File: src/rtl/alu_interface.sv
// Sequencer between the UART byte stream and the combinational ALU.
// Collects operand A, operand B and opcode, then hands the ALU result to the transmitter.
module alu_interface #(
  parameter int unsigned length = 8
) (
  input  logic              clk,
  input  logic              reset,
  input  logic [length-1:0] rx_data,
  input  logic              rx_done,
  input  logic              tx_done,
  input  logic [length-1:0] salida,
  output logic [length-1:0] busA,
  output logic [length-1:0] busB,
  output logic [5:0]        op,
  output logic [length-1:0] tx_data,
  output logic              tx_start
);

  localparam int unsigned OP_W = 6;

  typedef enum logic [2:0] {
    S_A    = 3'd0,
    S_B    = 3'd1,
    S_OP   = 3'd2,
    S_CALC = 3'd3,
    S_TX   = 3'd4
  } state_t;

  state_t            state_q, state_d;
  logic [length-1:0] busa_d, busb_d, tx_data_d;
  logic [OP_W-1:0]   op_d;
  logic              tx_start_d;

  // Next-state and next-output logic; operands hold unless a new word is accepted
  always_comb begin
    state_d    = state_q;
    busa_d     = busA;
    busb_d     = busB;
    op_d       = op;
    tx_data_d  = tx_data;
    tx_start_d = 1'b0;
    case (state_q)
      S_A: begin
        if (rx_done) begin
          busa_d  = rx_data;
          state_d = S_B;
        end
      end
      S_B: begin
        if (rx_done) begin
          busb_d  = rx_data;
          state_d = S_OP;
        end
      end
      S_OP: begin
        if (rx_done) begin
          op_d    = rx_data[OP_W-1:0];
          state_d = S_CALC;
        end
      end
      S_CALC: begin
        tx_data_d  = salida;
        tx_start_d = 1'b1;
        state_d    = S_TX;
      end
      S_TX: begin
        // Words received while transmitting are dropped, not buffered
        if (tx_done) state_d = S_A;
      end
      default: state_d = S_A;
    endcase
  end

  always_ff @(posedge clk or posedge reset) begin
    if (reset) begin
      state_q  <= S_A;
      busA     <= '0;
      busB     <= '0;
      op       <= '0;
      tx_data  <= '0;
      tx_start <= 1'b0;
    end else begin
      state_q  <= state_d;
      busA     <= busa_d;
      busB     <= busb_d;
      op       <= op_d;
      tx_data  <= tx_data_d;
      tx_start <= tx_start_d;
    end
  end

endmodule

File: config.mk
export PLATFORM = sky130hd
export DESIGN_NAME = alu_interface
export DESIGN_NICKNAME = d
export VERILOG_FILES = /design/src/rtl/alu_interface.sv
export SDC_FILE = /design/constraint.sdc
export NUM_CORES = 1
export LEC_CHECK = 0
export CAP_MARGIN = 20
export CORE_UTILIZATION = 43
export DETAILED_ROUTE_END_ITERATION = 6
export GPL_TIMING_DRIVEN = 1
export PLACE_DENSITY = 0.76
export SYNTH_ARGS = -nofsm -noshare
export SYNTH_HDL_FRONTEND = slang
export SYNTH_SLANG_ARGS = --single-unit
File: constraint.sdc
create_clock -name clk -period 2.05 [get_ports clk]
set_input_delay 0.41 -clock clk [delete_from_list [all_inputs] [get_ports clk]]
set_output_delay 0.41 -clock clk [all_outputs]
set_load 0.005 [all_outputs]
-- Word level (Yosys, flattened, before mapping)
Cells that the tools add are included.
W data, S select, Z words.
- multiplexer cells: 6
- equality and inequality tests: 8
- reduce and logical (&&, ||, !) cells: 5
- operators by type and width (kind ; number):
    $pmux W3 S5 ; 1
    $mux W3 ; 4
    $ne A2 B2 Y1 const B ; 4
    $eq A3 B2 Y1 const B ; 2
    $reduce_and A2 Y1 ; 3
    $reduce_and A4 Y1 ; 1
    $eq A3 B1 Y1 const B ; 1
    $eq A3 B3 Y1 const B ; 1
    $logic_not A3 Y1 ; 1
    $mux W1 ; 1
- register bits after elaboration: 34
- input port bits: 20
- output and inout bits: 31

-- Depth between registers and ports, before layout
- depth after elaboration: 3
- gate-level depth with buffers: 4

-- Worst setup path before layout
No wires, ideal clock.
- path kind: reg2reg
- from: register state_q[0]
- to: register busA[0]
- cell stages (with the launch flop): 4
- period minus slack after synthesis: 1440 ps
- setup time: 125 ps
- data required time: 1925 ps
- slack: 610 ps
- buffers on the path: 1
- data arrival time: 1315 ps
- path through: dfrtp_1 -> buf_6 -> nor4b_4 -> mux2_2
- word-level cells in the longest chain between the ends: 2
- ends and longest elaborated chain (item ; RTL line ; text):
    start: declaration ; 29 ; state_t state_q, state_d;
    start signal: assignment ; 83 ; state_q <= state_d;
    $logic_not A3 Y1 ; 42 ; case (state_q)
    $reduce_and A2 Y1 (no source line) ; n/a ;
    end signal: assignment ; 84 ; busA <= busa_d;
    end: declaration ; 12 ; output logic [length-1:0] busA,
Every way passes these cells.
A chain may end at the register's enable or synchronous reset.

-- Final worst setup path
- from: input port rx_done
- to: register busB[3]
- word-level cells in the longest chain between the ends: 1
- ends and longest elaborated chain (item ; RTL line ; text):
    start: declaration ; 9 ; input logic rx_done,
    $reduce_and A2 Y1 (no source line) ; n/a ;
    end signal: assignment ; 85 ; busB <= busb_d;
    end: declaration ; 13 ; output logic [length-1:0] busB,
Every way passes these cells.

==> impl_metrics.json <==
{
  "finalPower_uw": 2833,
  "yosysTopAreaCell": "dfrtp_1",
  "synth_fa_ha_area_share_pct": 0,
  "rows": 19,
  "fin_crit_sh_pct": 82.41,
  "synth_top_family_by_area": "multiplexers",
  "syn_avg_cell_area_um2": 16.20,
  "ctsRootBufferMaster": "clkbuf_4",
  "ys_warn_count": 0,
  "drt_first_pass_iters": 6,
  "cp.arrival_ps": 1890,
  "die_y_um": 57.59,
  "setup_violations": 0,
  "worstPathCellList": "clkdlybuf4s50_1 -> nor4bb_2 -> buf_4 -> mux2_2",
  "dp_hpwl_mm": 1.939,
  "grt_start_max_net_pins": 35,
  "pwr_density_cell_nw_per_um2": 1462,
  "post-cts-setup-buffer-count": 0,
  "period_minus_slack_ps": 1689,
  "slew_viol_final": 0,
  "drv_cap": 0,
  "grt_pass1_vias": 923,
  "vias": 858,
  "synth_common_cells": "34 x dfrtp_1, 30 x mux2_2, 3 x buf_2",
  "seq_area_frac_synth_pct": 64.03,
  "grt_pass1_wl_mm": 4.222,
  "synth_nets": 102,
  "clock_path_buffers": 2,
  "clock.fmax_mhz": 592.0,
  "endpoint_kind": "register",
  "fp.dieW_um": 57.59,
  "ios": 51,
  "synthesis.area_um2": 1329,
  "synthCells": 82,
  "initial_utilization_pct": 46.58,
  "syn_to_final_growth_pct": 45.86,
  "post-place-ws_ps": 44.21,
  "hold_violations": 0,
  "async_flop_share_pct": 100.0,
  "yosysTopAreaCellShare_pct": 64.03,
  "tns_ps": 0,
  "vias_per_cell": 5.018,
  "die_area_um2": 3317,
  "place_congestion": 0.6538,
  "wl_per_cell_um": 15.01,
  "max_slew_margin_pct": 70.22,
  "io_buffers": 50,
  "synth.most_common_cell": "dfrtp_1",
  "drc": 1,
  "worstPathMaxFanout": 6,
  "cp-start-kind": "input pin",
  "worst_pin_slew_ps": 445.3,
  "violations": "design-rule violations",
  "drive_gt1_share_pct": 32.86,
  "antenna_found_initial": 0,
  "hp-class": "in2async",
  "worst_slack_ps": 360.7,
  "ant_nets": 0,
  "ctsResizeCount": 0,
  "status": "complete, but fails checks",
  "placeableCoreArea_um2": 2853,
  "synth-compound-area-share_pct": 0.7533,
  "synth-simple-area-share_pct": 7.250,
  "cts_sinks": 34,
  "ys_types": 14,
  "synth-main-ff-cell": "dfrtp_1",
  "netlist_top_cells_area": "dfrtp_1 64%, mux2_2 25%, nor4b_4 1.8%",
  "cts_htree_levels": 2,
  "clkTransAtPathRegs_ps": 90,
  "crit_type": "in2reg",
  "grt_overflow": 0,
  "worst_path_max_delay_cell": "clkdlybuf4s50_1",
  "cts_buffers": 5,
  "peakVddDrop_mv": 0.6780,
  "synth_edf_count": 0,
  "critPathMaxStageDelay_ps": 560,
  "clk_latency_ps": 310,
  "routed_wl_mm": 2.566,
  "rsz0062_at_grt": "no",
  "worstPathRequired_ps": 2250,
  "nNetsFinal": 159,
  "synth_xor_area_share_pct": 0,
  "cts_tree": "yes",
  "skew_ps": 3.217,
  "holdBufCountCts": 0,
  "muxShareOfSynthArea_pct": 25.42,
  "grt.total_usage_pct": 17.29,
  "diodes": 0,
  "synth-seq-cells": 34,
  "drtIter0Drc": 18,
  "p_leak_uw": 0.0008250
}
==> layer usage <==
metal	share of wire, %	GRT usage [%]
met1	44	21.47
met2	52	28.24
met3	3.7	4.989
met4	0.86	7.317
met5	0	0
==> cell families (layout without fill, tap and decap cells) <==
kind of cell,after synthesis,in the layout
multiplexers,30,30
AO/OA/AOI/OAI,2,2
AND/OR/NAND/NOR,10,10
flip-flops,34,34
buffers and inverters,6,64
==> worst paths after layout <==
check,from,cells past startpoint,endpoint,slack [ps]
max,rx_done,4,busB[3],360
min,reset,3,tx_data[4],480
max in group asynchronous,reset,3,tx_data[2],1270
max reg2reg,state_q[1],3,busB[3],540
min in group clk,tx_data[0],1,tx_data[0],510
min reg2reg,tx_data[0],1,tx_data[0],510
==> layout by cell type (no fill, tap or decap), drive strengths merged <==
| master | n |
|---|---|
| clkinv | 1 |
| and4bb | 1 |
| nand2 | 1 |
| clkdlybuf4s50 | 50 |
| clkbuf | 7 |
| or3b | 1 |
| buf | 4 |
| a21oi | 2 |
| dfrtp | 34 |
| nand3b | 2 |
| mux2 | 30 |
| inv | 2 |
| nor4bb | 1 |
| or4b | 1 |
| nand2b | 2 |
| nor4b | 1 |
==> critical path, delay by kind of cell <==
family,cells,cell delay (ps)
multiplexers,1,340
buffers and inverters,2,770
AND/OR/NAND/NOR,1,360
==> registers in the layout, indices dropped and copies added (netlist names) <==
signal / count
busA: 8
busB: 8
tx_data: 8
op: 6
state_q: 3
tx_start: 1
==> where the power goes <==
group / switching (µW) / internal, µW / total (µW)
logic: 343 / 914 / 1260
registers: 212 / 1000 / 1220
clock network: 193 / 166 / 360
==> metrics by stage <==
step	hold WS (ps)	area [µm²]	utilization, %	std cells
2_1_floorplan	504.2	1329	-	82
3_3_place_gp	487.2	1878	65.83	163
3_5_place_dp	493.6	1878	65.83	163
4_1_cts	475.9	1938	67.94	171
5_1_grt	505.7	1938	67.94	171
6_report	475.2	1938	67.94	171
==> cell type report <==
class	instances	area, µm²
clock buffer	7	55.05
inverter	2	7.507
sequential	34	850.8
fill	225	914.6
multi-input combinational	42	450.4
timing repair buffer	54	530.5
clock inverter	1	5.005
tap	31	38.79
No activity file was read; power rests on OpenSTA's default activity.
